### src/rtl/distortion_tap_source_pkg.sv
// Shared definitions for the distortion tap source: sizes, FSM states and the saturating adder.
package filter_pkg;

  localparam int DATA_W_DEF = 8;
  localparam int TAP_COUNT  = 5;
  localparam int FLUSH_LEN  = 4;

  typedef enum logic [1:0] {IDLE, FILL, RUN, FLUSH} state_t;

  // Adds two unsigned operands and clamps the result to 2^w-1.
  function automatic logic [15:0] sat_add(input logic [15:0] a, input logic [15:0] b,
                                          input int unsigned w);
    logic [16:0] s;
    logic [16:0] lim;
    s   = {1'b0, a} + {1'b0, b};
    lim = (17'd1 << w) - 17'd1;
    return (s > lim) ? lim[15:0] : s[15:0];
  endfunction

endpackage

### src/rtl/distortion_tap_source_if.sv
// Sample-in / tap-window-out bundle between a sample producer and the distortion tap source.
interface distortion_tap_source_if #(parameter int DATA_W = 8);
  logic              in_valid;
  logic [DATA_W-1:0] in_sample;
  logic              in_ready;
  logic              flush_req;
  logic [DATA_W-1:0] tap0;
  logic [DATA_W-1:0] tap1;
  logic [DATA_W-1:0] tap2;
  logic [DATA_W-1:0] tap3;
  logic [DATA_W-1:0] tap4;
  logic              taps_valid;
  logic              busy;

  modport master (output in_valid, in_sample, flush_req,
                  input  in_ready, tap0, tap1, tap2, tap3, tap4, taps_valid, busy);
  modport slave  (input  in_valid, in_sample, flush_req,
                  output in_ready, tap0, tap1, tap2, tap3, tap4, taps_valid, busy);
endinterface

### src/rtl/distortion_tap_source_lfsr.sv
// 8-bit Fibonacci LFSR (x^8+x^6+x^5+x^4+1) used as the noise source; only exists when NOISE_EN is defined.
`ifdef NOISE_EN
module lfsr8 (
  input  logic       clk,
  input  logic       rst,
  input  logic       adv,
  input  logic [7:0] seed,
  output logic [7:0] q
);
  logic [7:0] r_q;

  always_ff @(posedge clk or posedge rst) begin
    if (rst) begin
      r_q <= seed;
    end else if (adv) begin
      r_q <= {r_q[6:0], r_q[7] ^ r_q[5] ^ r_q[4] ^ r_q[3]};
    end
  end

  assign q = r_q;
endmodule
`endif

### src/rtl/distortion_tap_source.sv
// Distorting 5-tap delay-line producer: echo (+ LFSR noise when NOISE_EN is defined), fill/run/flush FSM.
module distortion_tap_source
  import filter_pkg::*;
#(
  parameter int         DATA_W     = DATA_W_DEF,
  parameter int         ECHO_SHIFT = 1,
  parameter int         NOISE_BITS = 2,
  parameter logic [7:0] LFSR_SEED  = 8'hA5
) (
  input  logic                   clk,
  input  logic                   rst,
  distortion_tap_source_if.slave bus
);
  localparam logic [2:0] FULL = 3'(TAP_COUNT);

  if (LFSR_SEED == 8'h00 || NOISE_BITS < 1 || NOISE_BITS > 8) begin : g_bad_cfg
    $error("distortion_tap_source: LFSR_SEED must be nonzero and NOISE_BITS in 1..8");
  end

  state_t            r_state;
  logic [DATA_W-1:0] r_tap [TAP_COUNT];
  logic [DATA_W-1:0] r_prev_x;
  logic [2:0]        r_fill_cnt;
  logic [1:0]        r_flush_cnt;
  logic              r_full_shift_p0;
  logic              r_taps_valid_p1;

  logic              w_ready;
  logic              w_accept;
  logic              w_clear;
  logic              w_take;
  logic              w_zero_shift;
  logic [2:0]        w_fill_next;
  logic [15:0]       w_noise;
  logic [15:0]       w_echo;
  logic [15:0]       w_sum;
  logic [DATA_W-1:0] w_d;
  logic [DATA_W-1:0] w_shift_val;

  assign w_ready      = (r_state != FLUSH);
  assign w_accept     = bus.in_valid & w_ready;
  // A flush during FILL wins over a same-cycle sample: the sample is handshaken but dropped.
  assign w_clear      = (r_state == FILL) & bus.flush_req;
  assign w_take       = w_accept & ~w_clear;
  assign w_zero_shift = (r_state == FLUSH);
  assign w_fill_next  = (r_fill_cnt == FULL) ? FULL : r_fill_cnt + 3'd1;

`ifdef NOISE_EN
  logic [7:0] w_lfsr;
  lfsr8 u_lfsr (.clk(clk), .rst(rst), .adv(w_take), .seed(LFSR_SEED), .q(w_lfsr));
  assign w_noise = 16'(w_lfsr[NOISE_BITS-1:0]);
`else
  assign w_noise = '0;
`endif

  assign w_echo      = 16'(r_prev_x >> ECHO_SHIFT);
  assign w_sum       = sat_add(16'(bus.in_sample), w_echo + w_noise, DATA_W);
  assign w_d         = w_sum[DATA_W-1:0];
  assign w_shift_val = w_zero_shift ? '0 : w_d;

  // Stage p0: delay line update
  always_ff @(posedge clk or posedge rst) begin
    if (rst) begin
      for (int i = 0; i < TAP_COUNT; i++) r_tap[i] <= '0;
    end else if (w_clear) begin
      for (int i = 0; i < TAP_COUNT; i++) r_tap[i] <= '0;
    end else if (w_take | w_zero_shift) begin
      r_tap[0] <= w_shift_val;
      for (int i = 1; i < TAP_COUNT; i++) r_tap[i] <= r_tap[i-1];
    end
  end

  always_ff @(posedge clk or posedge rst) begin
    if (rst) begin
      r_state         <= IDLE;
      r_prev_x        <= '0;
      r_fill_cnt      <= '0;
      r_flush_cnt     <= '0;
      r_full_shift_p0 <= 1'b0;
      r_taps_valid_p1 <= 1'b0;
    end else begin
      r_full_shift_p0 <= 1'b0;
      r_taps_valid_p1 <= r_full_shift_p0;
      if (w_take) begin
        r_prev_x        <= bus.in_sample;
        r_fill_cnt      <= w_fill_next;
        r_full_shift_p0 <= (w_fill_next == FULL);
      end
      case (r_state)
        IDLE: if (w_take) r_state <= FILL;
        FILL: begin
          if (w_clear) begin
            r_state    <= IDLE;
            r_prev_x   <= '0;
            r_fill_cnt <= '0;
          end else if (w_take && w_fill_next == FULL) begin
            r_state <= RUN;
          end
        end
        RUN: begin
          if (bus.flush_req) begin
            r_state     <= FLUSH;
            r_flush_cnt <= '0;
          end
        end
        FLUSH: begin
          r_full_shift_p0 <= 1'b1;
          r_flush_cnt     <= r_flush_cnt + 2'd1;
          if (r_flush_cnt == 2'(FLUSH_LEN - 1)) begin
            r_state    <= IDLE;
            r_fill_cnt <= '0;
            r_prev_x   <= '0;
          end
        end
        default: r_state <= IDLE;
      endcase
    end
  end

  // Stage p1: registered window strobe and outputs
  assign bus.in_ready   = w_ready;
  assign bus.tap0       = r_tap[0];
  assign bus.tap1       = r_tap[1];
  assign bus.tap2       = r_tap[2];
  assign bus.tap3       = r_tap[3];
  assign bus.tap4       = r_tap[4];
  assign bus.taps_valid = r_taps_valid_p1;
  assign bus.busy       = (r_state != IDLE);

endmodule

### src/flat_wrapper.sv
// flat-port wrapper written by rule: the top's interface ports become plain ports
module distortion_tap_source_flat import filter_pkg::*;
#(
  parameter int         DATA_W     = DATA_W_DEF,
  parameter int         ECHO_SHIFT = 1,
  parameter int         NOISE_BITS = 2,
  parameter logic [7:0] LFSR_SEED  = 8'hA5
)
  (clk, rst, bus_in_valid, bus_in_sample, bus_flush_req, bus_in_ready, bus_tap0, bus_tap1, bus_tap2, bus_tap3, bus_tap4, bus_taps_valid, bus_busy);
  distortion_tap_source_if #(.DATA_W(DATA_W)) bus_i ();
  input  logic clk;
  input  logic rst;
  input wire logic [$bits(bus_i.in_valid)-1:0] bus_in_valid;
  input wire logic [$bits(bus_i.in_sample)-1:0] bus_in_sample;
  input wire logic [$bits(bus_i.flush_req)-1:0] bus_flush_req;
  output wire logic [$bits(bus_i.in_ready)-1:0] bus_in_ready;
  output wire logic [$bits(bus_i.tap0)-1:0] bus_tap0;
  output wire logic [$bits(bus_i.tap1)-1:0] bus_tap1;
  output wire logic [$bits(bus_i.tap2)-1:0] bus_tap2;
  output wire logic [$bits(bus_i.tap3)-1:0] bus_tap3;
  output wire logic [$bits(bus_i.tap4)-1:0] bus_tap4;
  output wire logic [$bits(bus_i.taps_valid)-1:0] bus_taps_valid;
  output wire logic [$bits(bus_i.busy)-1:0] bus_busy;
  assign bus_i.in_valid = bus_in_valid;
  assign bus_i.in_sample = bus_in_sample;
  assign bus_i.flush_req = bus_flush_req;
  assign bus_in_ready = bus_i.in_ready;
  assign bus_tap0 = bus_i.tap0;
  assign bus_tap1 = bus_i.tap1;
  assign bus_tap2 = bus_i.tap2;
  assign bus_tap3 = bus_i.tap3;
  assign bus_tap4 = bus_i.tap4;
  assign bus_taps_valid = bus_i.taps_valid;
  assign bus_busy = bus_i.busy;
  distortion_tap_source #(.DATA_W(DATA_W), .ECHO_SHIFT(ECHO_SHIFT), .NOISE_BITS(NOISE_BITS), .LFSR_SEED(LFSR_SEED)) u_core (.clk(clk), .rst(rst), .bus(bus_i));
endmodule
### config.mk
export PLATFORM = sky130hd
export DESIGN_NAME = distortion_tap_source_flat
export DESIGN_NICKNAME = d
export VERILOG_FILES = /design/src/rtl/distortion_tap_source_pkg.sv /design/src/rtl/distortion_tap_source_if.sv /design/src/rtl/distortion_tap_source_lfsr.sv /design/src/rtl/distortion_tap_source.sv /design/src/flat_wrapper.sv
export SDC_FILE = /design/constraint.sdc
export NUM_CORES = 1
export LEC_CHECK = 0
export CAP_MARGIN = 40
export CORE_AREA = 5 5 102 104
export CTS_BUF_LIST = sky130_fd_sc_hd__clkbuf_16
export DETAILED_ROUTE_END_ITERATION = 6
export DIE_AREA = 0 0 107 109
export SLEW_MARGIN = 0
export SYNTH_ARGS = -nofsm -noshare
export SYNTH_HDL_FRONTEND = slang
export SYNTH_SLANG_ARGS = --single-unit
### constraint.sdc
create_clock -name clk -period 5.9 [get_ports clk]
set_input_delay 0.885 -clock clk [delete_from_list [all_inputs] [get_ports clk]]
set_output_delay 0.885 -clock clk [all_outputs]
set_load 0.02 [all_outputs]
# ---- Yosys cells after proc, flatten, opt, wreduce, memory -nomap -nowiden
# Cells that the tools add are included.
dict set report totals {
  wordCells 61
  reg_bits 57
}
dict set report op_classes {
  order_cmp 1
  reduce_logical 7
  n_mux 23
  addsub 3
  eq_ne 11
  bitwise_logic 5
}
# cell count
set op_table {}
lappend op_table {{two-way mux 40 bit} 2}
lappend op_table {{two-way mux 8 bit} 5}
lappend op_table {{case mux 8 bit (2 select lines)} 1}
lappend op_table {{two-way mux 2 bit} 6}
lappend op_table {{two-way mux 3 bit} 4}
lappend op_table {{adder 8 x 7 -> 9 bit} 1}
lappend op_table {{> comparator 9 x 8 -> 1 bit (second input constant)} 1}
lappend op_table {{case mux 2 bit (4 select lines)} 1}
lappend op_table {{== test 2 bit (second input constant)} 3}
lappend op_table {{== test 3 bit (second input constant)} 2}
lappend op_table {{!= test 2 bit (second input constant)} 3}
lappend op_table {{case mux 3 bit (2 select lines)} 1}
lappend op_table {{nonzero test 2 bit} 3}
lappend op_table {{case mux 2 bit (2 select lines)} 1}
lappend op_table {{AND reduction 4 bit} 1}
lappend op_table {{adder 3 x 1 -> 3 bit (second input constant)} 1}
lappend op_table {{bitwise AND 1 bit} 3}
lappend op_table {{!= test 3 x 2 -> 1 bit (second input constant)} 1}
lappend op_table {{adder 2 x 1 -> 2 bit (second input constant)} 1}
lappend op_table {{== test 2 x 1 -> 1 bit (second input constant)} 1}
lappend op_table {{zero test 2 bit} 1}
lappend op_table {{two-way mux 1 bit} 2}
lappend op_table {{!= test 2 x 1 -> 1 bit (second input constant)} 1}
lappend op_table {{AND reduction 2 bit} 1}
lappend op_table {{3 further kinds} 3}

# ---- Depth between registers and ports, before layout
dict set report logic_depth {
  word_depth 8
  mapped_depth 8
  depth_no_buf 8
}

# ---- Worst setup path before layout
# Ideal clock, no wire load.
dict set report synth_path {
  path_type {input to register}
  startpoint {input bus_in_sample[0]}
  endpoint {register u_core.r_tap (netlist bit u_core.bus.tap0[6])}
  t_required_ps 5812
  t_arrival_ps 2343
  path_slack_ps 3469
  n_path_buf 0
  cell_stages 8
  setup_time_ps 88
  path_cell_list {ha_1 > inv_1 > fa_1 > nand2b_1 > a21oi_2 > a21boi_0 > or3_1 > o211ai_1}
}
dict set report synth_via {
  elab_chain_cells 6
}
# element line
set synth_rtl {}
lappend synth_rtl {{from (decl)} flat_wrapper.sv:14} ;# input wire logic [$bits(bus_i.in_sample)-1:0] bus_in_sample;
lappend synth_rtl {{adder 8 x 7 -> 9 bit *} distortion_tap_source_pkg.sv:15} ;# s = {1'b0, a} + {1'b0, b};
lappend synth_rtl {{> comparator 9 x 8 -> 1 bit} distortion_tap_source_pkg.sv:17} ;# return (s > lim) ? lim[15:0] : s[15:0];
lappend synth_rtl {{two-way mux 8 bit *} distortion_tap_source_pkg.sv:17}
lappend synth_rtl {{two-way mux 8 bit *} distortion_tap_source.sv:59} ;# assign w_shift_val = w_zero_shift ? '0 : w_d;
lappend synth_rtl {{two-way mux 40 bit *} distortion_tap_source.sv:67} ;# end else if (w_take | w_zero_shift) begin
lappend synth_rtl {{two-way mux 40 bit *} distortion_tap_source.sv:65} ;# end else if (w_clear) begin
lappend synth_rtl {{to (decl)} distortion_tap_source.sv:21} ;# logic [DATA_W-1:0] r_tap [TAP_COUNT];
# Every way passes the cells marked *; elsewhere a longest branch is shown, timed or not. The select of a mux whose other input is x is not followed.
# A chain may end at the register's enable or synchronous reset.

# ---- Worst setup path after layout
# Same ends and word-level chain as after synthesis.

==> run_results.csv <==
group,metric,value,unit
run_status,outcome,"finished, final reports clean",
synth,avgSynthCellArea,9.327,sq um
detailed_routing,vias,2043,
power_and_ir_drop,total_power,1.872,mW
floorplan,die_w,107,um
cts,holdBufCountCts,0,
sta,setup_tns,0,ns
cts,cts.sinks,56,
synth,synth_edf_count,0,
final_layout,area_growth,28.01,%
cts,clockBufferDepth,2,
detailed_routing,postRouteAntennaNets,0,
critical_path,critPathKind,"in2reg",
global_routing,grt_pass1_vias,1948,
synth,yosysWarnings,0,
synth,netlist_area,2649,sq um
sta,worst_slack,3.158,ns
detailed_routing,wirelength,5900,um
synth,yosysSeqAreaShare,0.5291,
synth,synth_seq_cells,56,
placement,gp_congestion,0.7855,
critical_path,critPathLaunchType,"primary input",
sta,max_freq,0.3647,GHz
sta,period_share,0.4647,
final_layout,drive_gt1_frac,0.05740,
sta,setup_viol,0,
sta,hold_violations,0,
placement,dp_hpwl,4116,um
synth,synthArstFlopShare,1.000,
placement,dpl_worst_slack,2.843,ns
detailed_routing,drt_first_pass_iters,4,
sta,rsz0062_at_grt,"false",
floorplan,io_pins,55,
detailed_routing,drc,0,
power_and_ir_drop,ir_worst_vdd,0.1443,mV
global_routing,grt_pass1_wl,9804,um
floorplan,die_area,11660,sq um
global_routing,gr-usage-all-layers,0.1047,
detailed_routing,wire_per_inst,13.26,um
min_path,min_path_type,"reg2reg",
critical_path,crit_fanout,4,
sta,fin_crit,2.742,ns
sta,finalMaxSlewViolations,0,
cts,cts_root_buffer,"clkbuf_16",
power_and_ir_drop,p_leak,1.442,nW
final_layout,diodes,0,
cts,htreeDepth,2,
synth,syn_inst,284,
synth,ys.flop_type,"dfrtp_1",
floorplan,num_rows,36,
cts,cts_tree,"built",
global_routing,grt_overflow,0,
synth,ys_types,41,
detailed_routing,drt_iter0_markers,106,
placement,port_buffers,54,
critical_path,endpoint_kind,"register",
final_layout,layout.nets,351,
critical_path,cp_data_arrival_time,2.95,ns
sta,fin_skew,0.007293,ns
floorplan,placeableCoreArea,9459,sq um
cts,cts_made_buffers,5,
floorplan,die_y,109,um
cts,clock_latency,0.30,ns
sta,maxSlewHeadroom,0.5196,
cts,path_clk_slew,0.07,ns
job,maxCapViolCount,0,
sta,worstMarginPinSlew,0.7192,ns
power_and_ir_drop,powerDensity,552.0,nW/um^2
final_layout,finish.utilization,0.3585,
cts,cts_setup_buffers,0,
synth,synth_nets,305,
floorplan,initial_core_util,0.2800,
global_routing,grt_max_degree,69,
critical_path,cp.required,6.11,ns
global_routing,antenna_found_initial,0,
detailed_routing,drt-vias-per-instance,4.591,
cts,cts_resized,0,
==> registers in the layout, summed over array words and instances (netlist names), 2 cells and up, named ones only <==
register            count
u_core.r_prev_x         7
u_core.r_flush_cnt      2
u_core.bus.tap2         8
u_core.bus.tap3         8
u_core.bus.tap4         8
u_core.bus.tap1         8
u_core.r_fill_cnt       3
u_core.bus.tap0         8
==> final cells by class <==
cell class                 instances  area [sq um]
fill                             971          6068
sequential                        56          1401
multi-input combinational        206          1121
timing repair buffer              56         555.5
tap                              114         142.6
clock buffer                       5         125.1
clock inverter                     3         26.28
inverter                           5         18.77
==> path summary, 6_finish.rpt <==
path	start	end	slack [ns]	depth (start not counted)
min in group asynchronous	rst	u_core.bus.tap4[4]	1.11	3
hold reg to reg	u_core.r_full_shift_p0	u_core.bus.taps_valid	0.36	0
setup / recovery	bus_in_sample[0]	u_core.bus.tap0[6]	3.16	9
setup reg to reg	u_core.r_prev_x[1]	u_core.bus.tap0[6]	3.85	8
max in group asynchronous	rst	u_core.bus.tap1[2]	4.33	3
hold / removal	u_core.r_full_shift_p0	u_core.bus.taps_valid	0.36	0
==> metrics by stage <==
step                instance area, sq um  hold WS [ns]  cells
floorplan                           2649        0.3312    284
global placement                    3239        0.3396    437
detailed placement                  3239        0.3379    437
CTS                                 3391        0.3547    445
global route                        3391        0.3701    445
finish                              3391        0.3572    445
==> worst max-delay path, stage by stage <==
cell and delay [ns]:
clkdlybuf4s50_1 0.46, ha_1 0.19, inv_1 0.06, fa_1 0.39, nand2b_1 0.17, a21oi_2 0.22
a21boi_0 0.15, or3_1 0.32, o211ai_1 0.10
==> power breakdown <==
group	internal, mW	leakage [nW]	switching [mW]
combinational	0.393	0.638	0.481
sequential	0.554	0.730	0.140
clock	0.161	0.0744	0.143
==> cell families after synthesis <==
kind of cell / Yosys count / share of synthesized area
AO/OA/AOI/OAI: 77 / 0.1767
XOR/XNOR: 4 / 0.01323
adder cells (fa/ha/maj): 9 / 0.04535
buffers and inverters: 22 / 0.04771
flip-flops: 56 / 0.5290
multiplexers: 3 / 0.01134
AND/OR/NAND/NOR: 113 / 0.1767
==> cell usage in the layout (no fill, tap or decap), types with 3 or more instances in the layout <==
cell type,Yosys,final
mux2i_1,3,3
nor2_1,8,8
ha_1,8,8
o21ai_0,38,38
a21oi_1,15,15
clkbuf_16,0,5
nor3_1,3,3
clkdlybuf4s50_1,0,54
nand2_1,87,87
a31oi_1,4,4
inv_1,5,4
dfrtp_1,56,56
o211ai_1,3,3
nand3_1,3,3
==> Yosys cell counts, types with 2 or more instances <==
cell,count,area (sq um)
a21o_1,2,15.01
o21ai_2,2,17.52
inv_1,5,18.77
nor2_1,8,30.03
nand2_1,87,326.6
nor3_1,3,15.01
buf_6,4,45.04
clkbuf_1,4,15.01
o21ai_0,38,190.2
a31oi_1,4,25.02
nand3_1,3,15.01
a32o_1,2,20.02
ha_1,8,100.1
xor2_1,2,17.52
o21ai_1,2,10.01
nor2b_1,2,12.51
buf_2,8,40.04
a21oi_1,15,75.07
mux2i_1,3,30.03
dfrtp_1,56,1401
or3_1,2,12.51
xnor2_1,2,17.52
o211ai_1,3,22.52
and2_1,2,12.51
==> routing by layer <==
metal,vias to the layer above,track usage,wire (um)
li1,1061,-,-
met4,0,0.03927,109
met3,8,0.02842,345
met5,-,0,0
met2,56,0.1700,2685
met1,918,0.1339,2760
No activity file was read; power rests on OpenSTA's default activity.
